[src/rtl/joy_db15_pkg.sv]
// Shared definitions for the DB15 serial joystick link (reader and device side).
package joy_db15_pkg;

    localparam int unsigned FRAME_BITS   = 32;
    localparam int unsigned PLAYER_BITS  = 16;
    localparam int unsigned BIT_CNT_BITS = $clog2(FRAME_BITS);
    localparam int unsigned WD_BITS      = 24;

    // Position of each player's bit 0 within the serial frame.
    localparam int unsigned P1_BASE = 0;
    localparam int unsigned P2_BASE = PLAYER_BITS;

    typedef enum logic [1:0] {
        IDLE  = 2'd0,
        LOAD  = 2'd1,
        SHIFT = 2'd2,
        DONE  = 2'd3
    } state_t;

    typedef logic [FRAME_BITS-1:0] frame_t;

    // Assemble the frame so that bit 0 goes out first.
    function automatic frame_t build_frame(input logic [PLAYER_BITS-1:0] p1,
                                           input logic [PLAYER_BITS-1:0] p2);
        frame_t f;
        f = '1;
        f[P1_BASE +: PLAYER_BITS] = p1;
        f[P2_BASE +: PLAYER_BITS] = p2;
        return f;
    endfunction

endpackage

[src/rtl/joy_db15_tx_sync_filter.sv]
// Synchroniser plus stability filter for one asynchronous host line.
module sync_filter #(
    parameter int unsigned SYNC_STAGES = 2,
    parameter int unsigned FILTER      = 3
) (
    input  logic clk,
    input  logic reset_n,
    input  logic din,
    output logic level,
    output logic rise,
    output logic fall
);

    localparam int unsigned CNT_W = (FILTER > 1) ? $clog2(FILTER) : 1;
    localparam logic [CNT_W-1:0] CNT_LAST = CNT_W'(FILTER - 1);

    logic [SYNC_STAGES-1:0] sync_q;
    logic [CNT_W-1:0]       cnt_q;
    logic                   sync_out;

    assign sync_out = sync_q[SYNC_STAGES-1];

    // Metastability chain; idles high like the host lines.
    always_ff @(posedge clk or negedge reset_n) begin
        if (!reset_n) begin
            sync_q <= '1;
        end else begin
            sync_q <= {sync_q[SYNC_STAGES-2:0], din};
        end
    end

    // Accept a new level only after FILTER consecutive differing samples.
    always_ff @(posedge clk or negedge reset_n) begin
        if (!reset_n) begin
            cnt_q <= '0;
            level <= 1'b1;
            rise  <= 1'b0;
            fall  <= 1'b0;
        end else begin
            rise <= 1'b0;
            fall <= 1'b0;
            if (sync_out == level) begin
                cnt_q <= '0;
            end else if (cnt_q == CNT_LAST) begin
                cnt_q <= '0;
                level <= sync_out;
                rise  <= sync_out;
                fall  <= ~sync_out;
            end else begin
                cnt_q <= cnt_q + CNT_W'(1);
            end
        end
    end

endmodule

[src/rtl/joy_db15_tx.sv]
// Device side of the serial DB15 joystick link: latch two players, shift out on host clock.
module joy_db15_tx
    import joy_db15_pkg::*;
#(
    parameter int unsigned         SYNC_STAGES = 2,
    parameter int unsigned         FILTER      = 3,
    parameter logic [WD_BITS-1:0]  TIMEOUT     = 24'd4_000_000
) (
    input  logic                   clk,
    input  logic                   reset_n,
    input  logic                   JOY_CLK,
    input  logic                   JOY_LOAD,
    output logic                   JOY_DATA,
    input  logic [PLAYER_BITS-1:0] joystick1,
    input  logic [PLAYER_BITS-1:0] joystick2,
    output logic                   frame_done,
    output logic                   overrun,
    output logic                   link_idle
);

    localparam logic [BIT_CNT_BITS-1:0] LAST_BIT = BIT_CNT_BITS'(FRAME_BITS - 1);

    logic clk_lvl, clk_rise, clk_fall;
    logic load_lvl, load_rise, load_fall;

    state_t                  state_q, state_d;
    frame_t                  shreg_q, shreg_d;
    frame_t                  frame;
    logic [BIT_CNT_BITS-1:0] cnt_q, cnt_d;
    logic [WD_BITS-1:0]      wd_q, wd_d;
    logic                    data_d, done_d, overrun_d, idle_d;
    logic                    unused_ok;

    sync_filter #(.SYNC_STAGES(SYNC_STAGES), .FILTER(FILTER)) u_clk_filt (
        .clk     (clk),
        .reset_n (reset_n),
        .din     (JOY_CLK),
        .level   (clk_lvl),
        .rise    (clk_rise),
        .fall    (clk_fall)
    );

    sync_filter #(.SYNC_STAGES(SYNC_STAGES), .FILTER(FILTER)) u_load_filt (
        .clk     (clk),
        .reset_n (reset_n),
        .din     (JOY_LOAD),
        .level   (load_lvl),
        .rise    (load_rise),
        .fall    (load_fall)
    );

    // Shifting happens on the rising edge only.
    assign unused_ok = &{1'b1, clk_lvl, clk_fall};

    assign frame = build_frame(joystick1, joystick2);

    // State, shift register, counters and registered outputs.
    always_ff @(posedge clk or negedge reset_n) begin
        if (!reset_n) begin
            state_q    <= IDLE;
            shreg_q    <= '1;
            cnt_q      <= '0;
            wd_q       <= TIMEOUT;
            JOY_DATA   <= 1'b1;
            frame_done <= 1'b0;
            overrun    <= 1'b0;
            link_idle  <= 1'b1;
        end else begin
            state_q    <= state_d;
            shreg_q    <= shreg_d;
            cnt_q      <= cnt_d;
            wd_q       <= wd_d;
            JOY_DATA   <= data_d;
            frame_done <= done_d;
            overrun    <= overrun_d;
            link_idle  <= idle_d;
        end
    end

    // Next-state, datapath and output decode; a load fall overrides everything.
    always_comb begin
        state_d   = state_q;
        shreg_d   = shreg_q;
        cnt_d     = cnt_q;
        data_d    = JOY_DATA;
        done_d    = 1'b0;
        overrun_d = overrun;
        wd_d      = (wd_q == TIMEOUT) ? wd_q : wd_q + WD_BITS'(1);

        if (load_fall) begin
            state_d   = LOAD;
            shreg_d   = frame;
            cnt_d     = '0;
            data_d    = ~frame[0];
            overrun_d = 1'b0;
            wd_d      = '0;
        end else begin
            case (state_q)
                IDLE: begin
                    data_d = 1'b1;
                end
                LOAD: begin
                    // Keep tracking the inputs; the rise cycle captures the frame.
                    shreg_d = frame;
                    cnt_d   = '0;
                    data_d  = ~frame[0];
                    if (load_rise || load_lvl) begin
                        state_d = SHIFT;
                    end
                end
                SHIFT: begin
                    if (clk_rise) begin
                        shreg_d = {1'b1, shreg_q[FRAME_BITS-1:1]};
                        if (cnt_q == LAST_BIT) begin
                            state_d = DONE;
                            done_d  = 1'b1;
                            data_d  = 1'b1;
                        end else begin
                            cnt_d  = cnt_q + BIT_CNT_BITS'(1);
                            data_d = ~shreg_q[1];
                        end
                    end
                end
                DONE: begin
                    data_d = 1'b1;
                    if (clk_rise) begin
                        overrun_d = 1'b1;
                    end
                end
                default: begin
                    state_d = IDLE;
                    data_d  = 1'b1;
                end
            endcase
        end

        idle_d = (wd_d == TIMEOUT);
    end

endmodule

[config.mk]
export PLATFORM = sky130hd
export DESIGN_NAME = joy_db15_tx
export DESIGN_NICKNAME = d
export VERILOG_FILES = /design/src/rtl/joy_db15_pkg.sv /design/src/rtl/joy_db15_tx_sync_filter.sv /design/src/rtl/joy_db15_tx.sv
export SDC_FILE = /design/constraint.sdc
export NUM_CORES = 1
export LEC_CHECK = 0
export ABC_AREA = 0
export BUFFER_PORTS_ARGS = -buffer_cell sky130_fd_sc_hd__buf_2
export CAP_MARGIN = 20
export CORE_MARGIN = 3
export CORE_UTILIZATION = 40
export DETAILED_ROUTE_END_ITERATION = 7
export MAX_ROUTING_LAYER = met4
export PLACE_DENSITY_LB_ADDON = 0.1
export REMOVE_ABC_BUFFERS = 1
export SYNTH_ARGS = -nofsm -noshare
export SYNTH_HDL_FRONTEND = slang
export SYNTH_SLANG_ARGS = --single-unit
[constraint.sdc]
create_clock -name clk -period 2.7 [get_ports clk]
set_input_delay 0 -clock clk [delete_from_list [all_inputs] [get_ports clk]]
set_output_delay 0 -clock clk [all_outputs]
set_load 0.01 [all_outputs]
# Word level (Yosys, flattened, before mapping)
# Cells that the tools add are included.
[classes]
add_sub_neg = 4
n_mul = 0
div_mod_pow = 0
n_lt_le_gt_ge = 0
n_eq_ne = 14
shift = 0
mux = 35
bitwise_logic = 5
n_reduce_logical = 12
[ops]
columns = ["cell", "count"]
rows = [
  ["$mux 32", 2],
  ["$pmux 32 s2", 1],
  ["$eq 24x22->1 const B", 2],
  ["$mux 24", 2],
  ["$add 24x1->24 const B", 1],
  ["$mux 1", 16],
  ["$mux 2", 8],
  ["$mux 5", 3],
  ["$pmux 5 s2", 1],
  ["$ne 3x2->1 const B", 3],
  ["$eq 2x2->1 const B", 4],
  ["$reduce_and 2->1", 4],
  ["$add 5x1->5 const B", 1],
  ["$eq 5x5->1 const B", 1],
  ["$not 1->1", 5],
  ["$add 2x1->2 const B", 2],
  ["$pmux 2 s2", 1],
  ["$reduce_and 4->1", 1],
  ["$reduce_bool 2->1", 2],
  ["$ne 3x1->1 const B", 1],
  ["$pmux 1 s3", 1],
  ["$reduce_and 3->1", 1],
  ["$reduce_bool 3->1", 1],
  ["$eq 1x1->1", 2],
  ["4 further kinds", 4],
]
[word_totals]
ff_bits = 80
latch_bits = 0
mem_bits_rw = 0
rom_bits = 0
inputBits = 36
output_inout_bits = 4
word_cells = 87
memories = 0

# Logic depth before layout (Yosys ltp)
# Gate-level depths: netlist (run 1).
[logic_depth]
depth_word = 5
mapped_depth = 9
depth_no_buf = 9

# Hierarchy
# From an unflattened synthesis (run 1), not the netlist that was laid out.
[hier_totals]
hier_cells = 367
area_unflattened_um2 = 3911.3
[by_module_without_submodules]
columns = ["mod", "n_inst", "cells_each", "area_each_um2", "seq_area_each_um2"]
rows = [
  ["joy_db15_tx", 1, 339, 3423.3, 1701.6],
  ["sync_filter", 2, 14, 244.0, 178.9],
]

# Worst setup path after synthesis (run 1)
# No wires, ideal clock.
[synth_timing]
path_type = "register to register"
start = "register wd_q[8]"
end = "register link_idle"
setup_ns = 0.090
arrival_time_ns = 2.277
required_ns = 2.610
setup_slack_ns = 0.333
path_stages_with_launch = 8
n_path_buf = 0
period_less_slack_ns = 2.367
path_cell_list = "dfstp_2 nand4_2 nor4_2 xnor2_1 nor3b_1 nand4b_1 or4_1 nor4_2"
[synth_via]
elab_chain_cells = 4
word_cells_on_any_way = 5
[synth_lines]
columns = ["element", "line", "source"]
rows = [
  ["start, declared", "joy_db15_tx.sv:30", "logic [WD_BITS-1:0] wd_q, wd_d;"],
  ["start signal, assigned", "joy_db15_tx.sv:72", "wd_q <= wd_d;"],
  ["$add 24x1->24 / $eq 24x22->1 (equally long branches)", "joy_db15_tx.sv:88", "wd_d = (wd_q == TIMEOUT) ? wd_q : wd_q + WD_BITS'(1);"],
  ["$mux 24 (*)", "joy_db15_tx.sv:88", ""],
  ["$mux 24 (*)", "joy_db15_tx.sv:90", "if (load_fall) begin"],
  ["$eq 24x22->1 (*)", "joy_db15_tx.sv:137", "idle_d = (wd_d == TIMEOUT);"],
  ["net idle_d", "joy_db15_tx.sv:31", "logic data_d, done_d, overrun_d, idle_d;"],
  ["end signal, assigned", "joy_db15_tx.sv:76", "link_idle <= idle_d;"],
  ["end, declared", "joy_db15_tx.sv:18", "output logic link_idle"],
]
# Mark *: on every way through the listed nets, which the timed path passes. The rest lies on a longest branch.
# A chain may end at the register's enable or synchronous reset.

# Final worst setup path (run 1)
[layout_timing]
start = "register wd_q[20]"
end = "register link_idle"
# Same word-level chain as after synthesis.

==> flow_metrics.tcl, run 1 <==
set metrics [dict create \
    drt_pass1_iterations 4 \
    cts_setup_buffers 0 \
    viasPerCell 4.86 \
    overflow 0 \
    antenna_left 0 \
    comb_power_share_pct 39.9 \
    yosys-top-cells-area "dfstp_2 31%, dfrtp_1 21%, mux2i_1 8.3%, o21ai_0 4.3%, xor2_1 4.1%" \
    clk_path_buf_depth 2 \
    port_buffers 39 \
    place_ws_ns 0.235 \
    synth_mux_area_share_pct 9.19 \
    critPathArrivalTime_ns 2.74 \
    synth_area_mm2 0.00385 \
    gp_congestion 0.942 \
    cp.required_ns 2.96 \
    drtIter0Drc 67 \
    start_util_pct 41.5 \
    syn_inst 364 \
    ys.flop_type "dfstp_2" \
    fmax_mhz 404 \
    grt_usage_pct 15.7 \
    synthAdderAreaFrac_pct 2.60 \
    cts_resized 0 \
    p_switching_mw 1.73 \
    num_vias 2779 \
    die_area_mm2 0.0109 \
    ys_seq_elements 79 \
    r2r-end "link_idle$_DFF_PN1_" \
    post-route-min-period_ns 2.48 \
    slew_viol_final 0 \
    hold_class "in2reg" \
    cp-end-kind "flip-flop" \
    swShare_pct 37.5 \
    rsz0062_at_grt "no" \
    drcViolationCount 0 \
    clk_pin_slew_ns 0.08 \
    finalClockSkew_ns 0.00793 \
    htree_levels 3 \
    clock_latency_ns 0.35 \
    finalWorstSetupSlack_ns 0.223 \
    setup_violations 0 \
    rr_startpoint "wd_q[20]$_DFF_PN1_" \
    synth_edf_count 0 \
    synthXorXnorAreaFrac_pct 6.13 \
    timing.setup.critical_path_class "reg2reg" \
    n_antenna_cell 0 \
    tightest_slew_ns 0.975 \
    drv_cap 0 \
    cts_sinks 79 \
    dp_hpwl_um 5050 \
    fp.coreArea_mm2 0.00928 \
    reg2regPathDepth 6 \
    cts-buffers-inserted 9 \
    ys_seq_area_share_pct 52.8 \
    ys.warnings.count 0 \
    grt_max_degree 80 \
    finalHoldViolCount 0 \
    critPathLaunchType "flip-flop" \
    final_layout_size_suffix_gt1_share_pct 26.9 \
    chipHeight_um 104 \
    yosysTopAreaCell "dfstp_2" \
    grt_pass1_wl_um 13600 \
    final_net_count 482 \
    cts_tree "done" \
    synthSimpleGateAreaFrac_pct 18.8 \
    rows 35 \
    layout_common_cells "46 x dfstp_2, 40 x nor2_1, 38 x buf_2" \
    grt_pass1_vias 2888 \
    avgRoutedWirePerCell_um 13.2 \
    min_period_over_period_pct 91.7 \
    routed_wirelength_um 7560 \
    crit_start "wd_q[20]$_DFF_PN1_" \
    leakage_nw 2.13 \
    p_int_mw 2.89 \
    ys_async_sr_fraction_pct 100 \
    syn_to_final_growth_pct 21.9 \
    path_max_fanout 5 \
    die_x_um 104 \
    fin_util_pct 50.6 \
    pwr-share-seq_pct 43.3 \
    cp-endpoint "link_idle$_DFF_PN1_" \
    r2r_slack_ns 0.22 \
    pwr-share-clk_pct 16.8 \
    hold_buffers 34 \
    clock-root-buffer "clkbuf_8" \
    synth_top_family_by_area "simple AND/OR/NAND/NOR gates" \
    outcome "complete, no violations" \
    avgSynthCellArea_um2 10.6 \
    final_common_cell "dfstp_2" \
    maxSlewHeadroom_pct 35.0 \
    synth_compound_area_share_pct 7.21 \
    ys_types 42 \
    ir_worst_vdd_mv 0.692 \
    power-per-cell-area_mw_per_mm2 983 \
    synth_top_cell_area_share_pct 31.4 \
    ios 40 \
    antenna_found_initial 0 \
]
-- cells by family (layout without fill, tap and decap cells) --
logic type      Yosys count  after routing
compound gates           50             50
mux                      35             35
fa+ha+maj                 8              8
flops                    79             79
buf+inv                  27            106
xor+xnor                 27             27
simple gates            138            138
-- worst min path at each step --
stage / start / to / depth (start not counted)
2_1_floorplan: reset_n / cnt_q[0]$_DFFE_PN0P_ / 0
5_1_grt: joystick1[0] / JOY_DATA$_DFFE_PN1P_ / 4
3_3_place_gp: JOY_LOAD / u_load_filt.sync_q[0]$_DFF_PN1_ / 1
6_report: joystick1[0] / JOY_DATA$_DFFE_PN1P_ / 4
4_1_cts: joystick1[0] / JOY_DATA$_DFFE_PN1P_ / 4
3_5_place_dp: JOY_LOAD / u_load_filt.sync_q[0]$_DFF_PN1_ / 1
-- worst max-delay path: stages, from the launching register on --
cell and delay (ns):
dfstp_2 0.57, nand4_1 0.17, or4_4 0.46, nor4_4 0.30, a31oi_1 0.15, or4_1 0.54, nor4_2 0.22
-- metal layers --
layer / up-vias / GRT usage (%) / part of all wire (%)
li1: 1405 / - / -
met1: 1330 / 19.6 / 47
met2: 37 / 25.3 / 48
met3: 7 / 3.97 / 2.9
met4: 0 / 4.65 / 1.4
met5: - / - / 0
-- cells in the mapped netlist, types with 2 or more instances --
cell type  count
a21oi_1        8
a22o_1         2
a31o_2         2
and2_1         3
and3_1         5
clkbuf_1      13
clkbuf_8       2
dfrtp_1       33
dfstp_2       46
ha_1           8
inv_1         10
mux2_2         3
mux2i_1       32
nand2_1       35
nand2b_1       4
nand3_1       13
nand4_1        9
nand4b_1       3
nor2_1        41
nor2b_1        5
nor3_1         4
nor3b_1        2
nor4_1         4
nor4_2         2
o21ai_0       33
xnor2_1        9
xor2_1        18
-- power groups by stage --
stage | clock network (mW) | registers [mW] | logic (mW)
floorplan | 0 | 1.96 | 1.42
global placement | 0 | 2.01 | 1.80
detailed placement | 0 | 2.02 | 1.84
CTS | 0.818 | 2.01 | 1.88
global route | 0.857 | 2.06 | 2.13
finish | 0.774 | 2.00 | 1.84
-- layout make-up --
class | count | area, µm²
repair buffers | 80 | 591
inverters | 10 | 37.5
well taps | 129 | 161
fillers | 885 | 4590
multi-input cells | 258 | 1710
clock buffers | 12 | 135
flip-flops and latches | 79 | 2030
clock inverters | 4 | 32.5
-- state kept, by name (all words and copies together), names as in the netlist --
signal and count:
u_load_filt.cnt_q 2, link_idle 1, frame_done 1, u_load_filt.level 1
u_load_filt.sync_q 2, wd_q 24, overrun 1, JOY_DATA 1
u_clk_filt.level 1, u_clk_filt.rise 1, u_load_filt.rise 1, u_clk_filt.sync_q 2
state_q 2, u_load_filt.fall 1, u_clk_filt.cnt_q 2, cnt_q 5
shreg_q 31
-- metrics by stage --
| stage | instances | power, mW | instance area (µm²) | hold WS [ns] | setup TNS, ns |
|---|---|---|---|---|---|
| after CTS | 572 | 4.70 | 4700 | 0.0620 | 0 |
| after detailed placement | 522 | 3.86 | 4190 | 0.106 | 0 |
| after global routing | 572 | 5.04 | 4700 | 0.107 | 0 |
| final | 572 | 4.62 | 4700 | 0.0781 | 0 |
| after global placement | 522 | 3.81 | 4190 | 0.105 | 0 |
| after floorplan | 347 | 3.39 | 3760 | -0.296 | -26.37 |
No activity file was read; power rests on OpenSTA's default activity.
==> run 2: changes to the inputs <==
--- a/config.mk
+++ b/config.mk
@@ -13,7 +13,6 @@
 export DETAILED_ROUTE_END_ITERATION = 7
 export MAX_ROUTING_LAYER = met4
 export PLACE_DENSITY_LB_ADDON = 0.1
-export REMOVE_ABC_BUFFERS = 1
 export SYNTH_ARGS = -nofsm -noshare
 export SYNTH_HDL_FRONTEND = slang
 export SYNTH_SLANG_ARGS = --single-unit
==> run 2 against run 1 <==
Sequential share of layout area fell by 0.35 points. Clock skew up 0.0026 ns. Largest cell class unchanged. Non-clock buffer count shrank 1. Register-to-register slack about the same. Critical endpoint unchanged. Count of clock-buffer cells in the layout increased by 1. Cell count down 0.17%.
==> flow_metrics.tcl, run 2 (synthesis gave the netlist of run 1 again) <==
set metrics [dict create \
    die_x_um 104 \
    critPathArrivalTime_ns 2.74 \
    ios 40 \
    final_layout_size_suffix_gt1_share_pct 27.4 \
    n_antenna_cell 0 \
    critPathTopFamily "simple AND/OR/NAND/NOR gates" \
    drcViolationCount 0 \
    r2r-end "link_idle$_DFF_PN1_" \
    fmax_mhz 403 \
    leakage_nw 2.15 \
    grt_usage_pct 15.2 \
    reg2regPathDepth 6 \
    hold_class "in2reg" \
    r2r_slack_ns 0.22 \
    chipHeight_um 104 \
    drtIter0Drc 118 \
    antenna_left 0 \
    htree_levels 3 \
    min_period_over_period_pct 91.9 \
    clock-root-buffer "clkbuf_8" \
    viasPerCell 4.91 \
    avgRoutedWirePerCell_um 13.4 \
    clk_pin_slew_ns 0.09 \
    cp.buffers_inverters 0 \
    drt_pass1_iterations 4 \
    clk_path_buf_depth 2 \
    largest-register "shreg_q" \
    final.fill_count 863 \
    finalHoldViolCount 0 \
    cts_sinks 79 \
    crit_path_top_delay_cell "dfstp_2" \
    cp.required_ns 2.95 \
    grt_pass1_vias 2853 \
    cp.depth 6 \
    fp.coreArea_mm2 0.00928 \
    layout_common_cells "46 x dfstp_2, 40 x nor2_1, 38 x buf_2" \
    syn_to_final_growth_pct 22.9 \
    final_net_count 481 \
    syn_nets 408 \
    start_util_pct 41.5 \
    place_ws_ns 0.260 \
    antenna_found_initial 0 \
    rows 35 \
    routed_wirelength_um 7640 \
    path_cells "nand4_1 > or4_4 > nor4_4 > a31oi_1 > or4_1 > nor4_2" \
    worst_hold_slack_ns 0.0294 \
    cts_setup_buffers 0 \
    ir_worst_vdd_mv 0.496 \
    cts_tree "done" \
    cp-end-kind "flip-flop" \
    clock_latency_ns 0.34 \
    tns_ns 0 \
    slew_viol_final 0 \
    crit_start "wd_q[20]$_DFF_PN1_" \
    reg.largest.list "shreg_q x31, wd_q x24, cnt_q x5" \
    drv_cap 0 \
    finalWorstSetupSlack_ns 0.219 \
    grt_max_degree 80 \
    critical_path.max_stage_delay_ns 0.57 \
    largest_reg_flops 31 \
    rsz0062_at_grt "no" \
    outcome "complete, no violations" \
    post-route-min-period_ns 2.48 \
    critPathLaunchType "flip-flop" \
    finalPower_mw 4.77 \
    rr_startpoint "wd_q[20]$_DFF_PN1_" \
    num_vias 2802 \
    timing.setup.critical_path_class "reg2reg" \
    maxSlewHeadroom_pct 34.3 \
    cp-endpoint "link_idle$_DFF_PN1_" \
    dp_hpwl_um 5070 \
    gp_congestion 0.925 \
    final_common_cell "dfstp_2" \
    overflow 0 \
    grt_pass1_wl_um 13300 \
    tightest_slew_ns 0.986 \
    power-per-cell-area_mw_per_mm2 1010 \
    finalClockSkew_ns 0.0106 \
    die_area_mm2 0.0109 \
    setup_violations 0 \
    cts-buffers-inserted 9 \
    path_max_fanout 5 \
    port_buffers 39 \
]
-- run 2: layout make-up --
cell class | instances | area, µm² | share of cell area (%)
Inverter | 10 | 37.5 | 0.792
Timing Repair Buffer | 79 | 593 | 12.5
Clock buffer | 13 | 181 | 3.83
Clock inverter | 3 | 23.8 | 0.502
Sequential cell | 79 | 2040 | 43.0
Multi-Input combinational cell | 258 | 1710 | 36.0
Tap cell | 129 | 161 | 3.41
-- run 2: how the worst min path moves through the flow --
| stage | cells after the start | start | end |
|---|---|---|---|
| after floorplan | 0 | reset_n | cnt_q[0]$_DFFE_PN0P_ |
| after global placement | 1 | JOY_LOAD | u_load_filt.sync_q[0]$_DFF_PN1_ |
| after detailed placement | 1 | JOY_LOAD | u_load_filt.sync_q[0]$_DFF_PN1_ |
| after CTS | 3 | joystick2[12] | shreg_q[28]$_DFFE_PN1P_ |
| after global routing | 3 | joystick2[12] | shreg_q[28]$_DFFE_PN1P_ |
| final | 3 | joystick2[12] | shreg_q[28]$_DFFE_PN1P_ |
-- run 2: report_power, final --
part	total (mW)	internal (mW)	switching (mW)
registers	2.01	1.74	0.264
logic	1.88	0.838	1.04
clock network	0.886	0.449	0.437
total	4.77	3.03	1.75
-- run 2: per-stage QoR --
| step | cell area (µm²) | util (%) | instances |
|---|---|---|---|
| after floorplan | 3850 | - | 364 |
| after global placement | 4200 | 45.3 | 522 |
| after detailed placement | 4200 | 45.3 | 522 |
| after CTS | 4740 | 51.0 | 571 |
| after global routing | 4740 | 51.1 | 571 |
| final | 4740 | 51.1 | 571 |
-- run 2: repair_timing --
item	in CTS	in global routing
setup endpoints to repair	0	1
hold endpoints to repair	65	0
hold buffers	33	0
gates resized for setup	0	1
-- run 2: worst reg2reg max path: stages (launching register included) --
cell and delay, ns:
dfstp_2 0.57, nand4_1 0.15, or4_4 0.45, nor4_4 0.33, a31oi_1 0.15, or4_1 0.53, nor4_2 0.22
-- run 2: layer usage --
layer  share of wire [%]  global-route usage (%)  up-vias
li1                    -                       -     1400
met1                  48                    19.7     1336
met2                  47                    23.7       56
met3                 3.8                    3.23       10
met4                 1.3                    5.79        0
met5                   0                       -        -
